### src/rtl/sd_asset_loader.sv
// Asset loader: walks a descriptor table and sequences SD sector reads,
// with a per-sector watchdog, bounded retries and request preemption.
module sd_asset_loader #(
    parameter int ASSET_NUM = 64,
    parameter int ID_W      = 6,
    parameter int LEN_W     = 11,
    parameter int TMO_W     = 20,
    parameter int MAX_RETRY = 3
) (
    input  logic             clk,
    input  logic             rst_n,
    input  logic             cfg_we,
    input  logic [ID_W-1:0]  cfg_idx,
    input  logic [31:0]      cfg_base,
    input  logic [LEN_W-1:0] cfg_len,
    input  logic             req_valid,
    input  logic [ID_W-1:0]  req_id,
    output logic             req_ready,
    input  logic             rd_busy,
    output logic             rd_start_en,
    output logic [31:0]      rd_sec_addr,
    output logic [ID_W-1:0]  ld_id,
    output logic [LEN_W-1:0] ld_sec_idx,
    output logic             ld_active,
    output logic             ld_done,
    output logic             ld_err
);

    localparam logic [2:0] S_IDLE  = 3'd0;
    localparam logic [2:0] S_START = 3'd1;
    localparam logic [2:0] S_WAIT  = 3'd2;
    localparam logic [2:0] S_DONE  = 3'd3;
    localparam logic [2:0] S_ERR   = 3'd4;

    localparam int RTY_W = (MAX_RETRY < 1) ? 1 : $clog2(MAX_RETRY + 1);
    localparam logic [RTY_W-1:0] RTY_MAX = RTY_W'(MAX_RETRY);
    localparam logic [ID_W:0] ID_LIM = (ID_W + 1)'(ASSET_NUM);

    logic [31:0]      tbl_base [ASSET_NUM];
    logic [LEN_W-1:0] tbl_len  [ASSET_NUM];

    logic [2:0]       state;
    logic [LEN_W-1:0] len_q;
    logic [TMO_W-1:0] tmo;
    logic [RTY_W-1:0] retry;
    logic             busy_d0;
    logic             busy_d1;

    logic             cfg_ok;
    logic             id_ok;
    logic             accept;
    logic             cpl;
    logic [31:0]      sel_base;
    logic [LEN_W-1:0] sel_len;
    logic             empty_ld;

    assign cfg_ok   = {1'b0, cfg_idx} < ID_LIM;
    assign id_ok    = {1'b0, req_id} < ID_LIM;
    assign sel_base = id_ok ? tbl_base[req_id] : 32'd0;
    assign sel_len  = id_ok ? tbl_len[req_id] : '0;
    assign empty_ld = !id_ok || (sel_len == '0);
    assign accept   = req_valid && req_ready;
    assign cpl      = busy_d1 & ~busy_d0;

    assign req_ready   = (state == S_IDLE) || (state == S_WAIT);
    assign rd_start_en = (state == S_START);
    assign ld_active   = (state == S_START) || (state == S_WAIT);
    assign ld_done     = (state == S_DONE);
    assign ld_err      = (state == S_ERR);

    // Table reads above see the pre-write value on a same-cycle write.
    always_ff @(posedge clk or negedge rst_n) begin
        if (!rst_n) begin
            for (int i = 0; i < ASSET_NUM; i++) begin
                tbl_base[i] <= 32'd0;
                tbl_len[i]  <= '0;
            end
        end else if (cfg_we && cfg_ok) begin
            tbl_base[cfg_idx] <= cfg_base;
            tbl_len[cfg_idx]  <= cfg_len;
        end
    end

    always_ff @(posedge clk or negedge rst_n) begin
        if (!rst_n) begin
            busy_d0 <= 1'b0;
            busy_d1 <= 1'b0;
        end else begin
            busy_d0 <= rd_busy;
            busy_d1 <= busy_d0;
        end
    end

    always_ff @(posedge clk or negedge rst_n) begin
        if (!rst_n) begin
            state       <= S_IDLE;
            ld_id       <= '0;
            len_q       <= '0;
            ld_sec_idx  <= '0;
            rd_sec_addr <= 32'd0;
            tmo         <= '0;
            retry       <= '0;
        end else if (accept) begin
            // Acceptance in WAIT drops the sector in flight.
            ld_id       <= req_id;
            len_q       <= sel_len;
            ld_sec_idx  <= '0;
            rd_sec_addr <= sel_base;
            tmo         <= '0;
            retry       <= '0;
            state       <= empty_ld ? S_DONE : S_START;
        end else begin
            case (state)
                S_START: begin
                    tmo   <= '0;
                    state <= S_WAIT;
                end
                S_WAIT: begin
                    if (cpl) begin
                        if (ld_sec_idx == len_q - LEN_W'(1)) begin
                            state <= S_DONE;
                        end else begin
                            ld_sec_idx  <= ld_sec_idx + LEN_W'(1);
                            rd_sec_addr <= rd_sec_addr + 32'd1;
                            retry       <= '0;
                            state       <= S_START;
                        end
                    end else if (tmo == '1) begin
                        if (retry < RTY_MAX) begin
                            retry <= retry + RTY_W'(1);
                            state <= S_START;
                        end else begin
                            state <= S_ERR;
                        end
                    end else begin
                        tmo <= tmo + TMO_W'(1);
                    end
                end
                S_DONE:  state <= S_IDLE;
                S_ERR:   state <= S_IDLE;
                default: state <= S_IDLE;
            endcase
        end
    end

endmodule
### config.mk
export PLATFORM = sky130hd
export DESIGN_NAME = sd_asset_loader
export DESIGN_NICKNAME = d
export VERILOG_FILES = /design/src/rtl/sd_asset_loader.sv
export SDC_FILE = /design/constraint.sdc
export NUM_CORES = 2
export LEC_CHECK = 0
export BUFFER_PORTS_ARGS = -buffer_cell sky130_fd_sc_hd__buf_2
export CORE_MARGIN = 2
export CORE_UTILIZATION = 50
export DETAILED_ROUTE_END_ITERATION = 10
export PLACE_DENSITY = 0.71
export SETUP_SLACK_MARGIN = 0.05
export SYNTH_ARGS = -nofsm -noshare
export SYNTH_HDL_FRONTEND = slang
export SYNTH_SLANG_ARGS = --single-unit
### constraint.sdc
create_clock -name clk -period 5.05 [get_ports clk]
set_clock_uncertainty 0.05 [all_clocks]
set_input_delay 0.505 -clock clk [delete_from_list [all_inputs] [get_ports clk]]
set_output_delay 0.505 -clock clk [all_outputs]
set_load 0.02 [all_outputs]
# Word-level counts from Yosys, hierarchy flattened
# Cells that the tools add are included.
# Widths: inputs -> output; s select.
[op_classes]
reduce_logical = 14
muxes = 37
eq_ne = 11
n_addsub = 5
bitwise = 4
n_lt_le_gt_ge = 4
[ops]
columns = ["operator", "count"]
rows = [
  ["$bwmux 2048", 1],
  ["$bwmux 704", 1],
  ["$mux 32", 7],
  ["$bmux 32 s6", 1],
  ["$demux 32 s6", 1],
  ["$mux 11", 7],
  ["$bmux 11 s6", 1],
  ["$demux 11 s6", 1],
  ["$mux 20", 3],
  ["$pmux 20 s2", 1],
  ["$add 32x1->32 const B", 1],
  ["$add 20x1->20 const B", 1],
  ["$eq 20x20->1 const B", 1],
  ["$mux 2", 8],
  ["$ge 7x7->1 const B", 2],
  ["$not 6->7", 2],
  ["$mux 3", 4],
  ["$add 11x1->11 const B", 1],
  ["$eq 11x11->1", 1],
  ["$logic_not 11->1", 1],
  ["$sub 11x1->11 const B", 1],
  ["$ne 3x3->1 const B", 3],
  ["$reduce_bool 3->1", 3],
  ["$lt 7x1->1 const B", 1],
  ["16 further kinds", 21],
]
[word_totals]
input_bits = 60
output_inout_bits = 54
word_cells = 212
ff_bits = 2839

# Longest topological paths before layout
[logic_depth]
word_depth = 7
depth_mapped = 13
ltp_nobuf = 10

# Worst setup path before layout
# No wires, ideal clock.
[synth_path]
path_kind = "input to register"
from = "input req_id[0]"
to = "register rd_sec_addr[31]"
n_path_buf = 4
stages = 10
t_arrival_ps = 2820
t_required_ps = 4869
path_slack_ps = 2049
setup_ps = 131
path_cell_list = "buf_6 > buf_6 > buf_2 > buf_2 > mux4_2 > mux4_2 > mux2i_1 > nor2_1 > a211oi_1 > o2bb2ai_1"
[synth_between]
elab_chain_len = 5
[synth_rtl]
columns = ["element", "line", "text"]
rows = [
  ["start, declared", "17", "input logic [ID_W-1:0] req_id,"],
  ["$not 6->7 (not written as such)", "59", "assign sel_base = id_ok ? tbl_base[req_id] : 32'd0;"],
  ["$bmux 32 s6", "59", ""],
  ["$mux 32 (not written as such) (2 in series)", "59", ""],
  ["$mux 32", "103", "end else if (accept) begin"],
  ["end signal, assigned", "108", "rd_sec_addr <= sel_base;"],
  ["end signal, assigned", "124", "rd_sec_addr <= rd_sec_addr + 32'd1;"],
  ["end, declared", "21", "output logic [31:0] rd_sec_addr,"],
]
# Every way passes these cells. The select of a mux whose other input is x is not followed.
# A chain may end at the register's enable or synchronous reset.

# Final worst setup path
[layout_path]
from = "register rd_sec_addr[0]"
to = "register rd_sec_addr[31]"
[layout_between]
elab_chain_len = 5
[layout_rtl]
columns = ["element", "line", "text"]
rows = [
  ["$add 32x1->32", "124", ""],
  ["$mux 32", "120", "if (ld_sec_idx == len_q - LEN_W'(1)) begin"],
  ["$mux 32", "119", "if (cpl) begin"],
  ["$mux 32", "113", "case (state)"],
  ["$mux 32", "103", ""],
]
# Every way passes these cells. The select of a mux whose other input is x is not followed.

==> impl_metrics.json <==
{
  "track_usage": 0.3028,
  "portBuffers": 113,
  "crit_arrival_ns": 4.55,
  "grt_start_max_net_pins": 209,
  "crit_type": "flip-flop to flip-flop",
  "numCtsBuffers": 299,
  "core_area_mm2": 0.2569,
  "finalNonFillerCells": 11600,
  "synth_edf_count": 0,
  "syn_area_per_cell_um2": 15.91,
  "drtPass1Iterations": 5,
  "max_slew.worst_pin.slew_ns": 1.480,
  "cts_root_buffer": "clkbuf_16",
  "final_max_slew_viol_count": 0,
  "critPathMaxStageDelay_ns": 0.77,
  "nets": 8060,
  "dp_hpwl_mm": 227.7,
  "setup_slack_ns": 1.205,
  "fin_hold_ws_ns": 0.1605,
  "floorplan.initialDensity": 0.5030,
  "critPathTopFamily": "simple AND/OR/NAND/NOR gates",
  "synthToLayoutAreaGrowth_pct": 11.33,
  "drt_iter0_markers": 8062,
  "finalCritPeriodShare": 0.7614,
  "wire_per_inst_um": 34.25,
  "grt_pass1_vias": 79170,
  "ys_dominant_reg_cell": "dfrtp_1",
  "grt_setup_unrepaired": "no",
  "num_vias": 77030,
  "slowest_stage": "or3_1",
  "routed_wl_mm": 397.3,
  "ctsLongestPathBuffers": 4,
  "clock_latency_ns": 0.89,
  "finalSetupViolations": 0,
  "antenna_found_initial": 31,
  "drive_gt1_frac": 0.5497,
  "die_w_um": 512.4,
  "max_slew_margin": 0.01353,
  "ios": 114,
  "max_freq_ghz": 0.2601,
  "fillers": 19750,
  "htreeDepth": 5,
  "cts_setup_buffers": 0,
  "setup_tns_ns": 0,
  "cp-start-kind": "flip-flop",
  "p_per_area_mw_per_mm2": 407.7,
  "endpoint_kind": "flip-flop",
  "fp.dieH_um": 512.4,
  "ys_warn_count": 0,
  "crit_fanout": 6,
  "path_clk_slew_ns": 0.06,
  "status": "finished clean",
  "hold_class": "input port to flip-flop",
  "crit_buf_inv": 0,
  "cts_tree": "built",
  "dp_cells": 11080,
  "dieArea_mm2": 0.2625,
  "fp-row-count": 186,
  "synthArstFlopShare": 1.000,
  "synth_cells": 8123,
  "peakVddDrop_v": 0.0003434,
  "finalHoldViolCount": 0,
  "vias_per_cell": 6.640,
  "dp_slack_ns": 0.9664,
  "drc": 0,
  "finalCriticalPeriod_ns": 3.845,
  "ys_types": 68,
  "cp_cell_sequence": "and3_1, and4_1, nand4_1, or3_1, nor3_1, o21ai_0, o2bb2ai_1",
  "netlist_area_mm2": 0.1292,
  "cap_violations": 0,
  "cellLeakagePower_nw": 66.49,
  "grt_pass1_wl_mm": 576.2,
  "gp_congestion": 0.8296,
  "worstPathRequired_ns": 5.75,
  "synth_fp_nets": 8188,
  "overflow": 0,
  "ant_nets": 0,
  "yosysSeqAreaShare": 0.5498,
  "cts.sinks": 2839,
  "ys_seq_elements": 2839
}
[synth_stat cells (all sizes together), types with 7 or more instances]
| library cell | number | area [um2] |
|---|---|---|
| dfrtp | 2839 | 71040 |
| or2 | 7 | 43.79 |
| clkbuf | 612 | 2297 |
| nor2b | 25 | 163.9 |
| o22ai | 13 | 81.33 |
| xor2 | 17 | 148.9 |
| inv | 23 | 86.33 |
| nand2b | 17 | 106.4 |
| nand3 | 44 | 220.2 |
| nand4 | 23 | 143.9 |
| a21oi | 68 | 340.3 |
| a311oi | 7 | 61.31 |
| a22o | 8 | 70.07 |
| o31ai | 7 | 62.56 |
| a22oi | 28 | 210.2 |
| mux4 | 817 | 18400 |
| xnor2 | 10 | 87.58 |
| nand2 | 150 | 563.0 |
| a2111oi | 7 | 61.31 |
| nor3 | 25 | 125.1 |
| o32ai | 7 | 61.31 |
| o211ai | 7 | 52.55 |
| a211oi | 24 | 185.2 |
| and3 | 12 | 75.07 |
| nor2 | 124 | 468.0 |
| mux2i | 64 | 640.6 |
| nor4 | 7 | 50.05 |
| mux2 | 2769 | 31180 |
| buf | 211 | 1149 |
| a31oi | 10 | 62.56 |
| and2 | 8 | 50.05 |
| o21ai | 65 | 325.3 |
[final timing paths]
check	start	end	slack (ns)	cells past startpoint
min reg2reg	busy_d0	busy_d1	0.36	0
max reg2reg	rd_sec_addr[0]	rd_sec_addr[31]	1.20	7
min	req_valid	retry[1]	0.16	4
min in group asynchronous	rst_n	tbl_base[1027]	0.20	2
max	rd_sec_addr[0]	rd_sec_addr[31]	1.20	7
max in group asynchronous	rst_n	tbl_len[395]	2.91	4
[tightest hold or removal path: stages]
cell and delay (ns):
buf_2 0.16, nand2_4 0.17, nand4_1 0.11, o21ai_0 0.08
[area by class of cell]
cell class / count / area, um2 / area share
antenna: 10 / 25.02 / 0.0001739
sequential: 2839 / 71040 / 0.4938
multi-input combinational: 4438 / 55160 / 0.3835
tap: 3384 / 4234 / 0.02943
clock buffer: 435 / 8740 / 0.06075
timing repair buffer: 394 / 3600 / 0.02502
inverter: 23 / 93.84 / 0.0006523
clock inverter: 78 / 962.2 / 0.006688
[layer usage]
metal / wire, um / share of wire / GRT usage
met5: 115 / 0.00029 / 0
met1: 164300 / 0.41 / 0.4290
met3: 33840 / 0.085 / 0.06436
met2: 181400 / 0.46 / 0.4592
met4: 17770 / 0.045 / 0.1204
[repair_timing]
action | CTS | global route
resized for setup | 0 | 0
endpoints found under the hold margin | 55 | 0
hold buffers | 2 | 0
endpoints found under the setup margin | 0 | 0
[metrics by stage]
step                total power [mW]  utilization  area [um2]
floorplan                      33.52            -      129200
detailed placement             36.79       0.5220      134100
global route                   60.68       0.5599      143900
global placement               36.30       0.5220      134100
CTS                            58.79       0.5598      143800
finish                         58.65       0.5599      143900
[registers in the layout (all words and copies together) (netlist names)]
signal	cells
busy_d1	1
len_q	11
retry	2
ld_id	6
tbl_base	2048
tmo	20
tbl_len	704
busy_d0	1
state	3
rd_sec_addr	32
ld_sec_idx	11
[logic make-up after synthesis]
family | after synthesis | share of synthesized area
adders and majority gates | 5 | 0.0004841
buffers and inverters | 846 | 0.02733
AOI/OAI and AO/OA | 289 | 0.01488
xor gates and xnor gates | 27 | 0.001830
DFF | 2839 | 0.5498
and+or+nand+nor | 467 | 0.01704
muxes | 3650 | 0.3887
[where the power goes]
part | leakage, nW | internal, mW | switching, mW
Clock | 4.78 | 12.9 | 9.26
Combinational | 24.0 | 4.57 | 4.12
Sequential | 37.7 | 25.9 | 1.94
[cell usage in the layout, fill, tap and decap left out, types with 21 or more instances in the layout]
master	netlist	layout
buf_12	0	70
dfrtp_1	2839	2839
nor2_1	123	92
a211oi_1	23	23
nor3_1	25	22
clkinv_2	0	38
buf_2	84	106
nand3_1	44	42
buf_4	18	212
a21oi_1	68	68
mux2_2	2769	2769
o21ai_0	63	63
nand4_1	23	23
nand2_1	150	118
inv_1	23	21
nor2b_1	24	23
mux4_2	817	817
clkbuf_8	0	64
mux2i_1	64	64
clkbuf_1	612	67
a22oi_1	28	28
nor2_4	0	31
nand2_4	0	31
clkbuf_16	0	304
(Power assumes the default switching activity.)
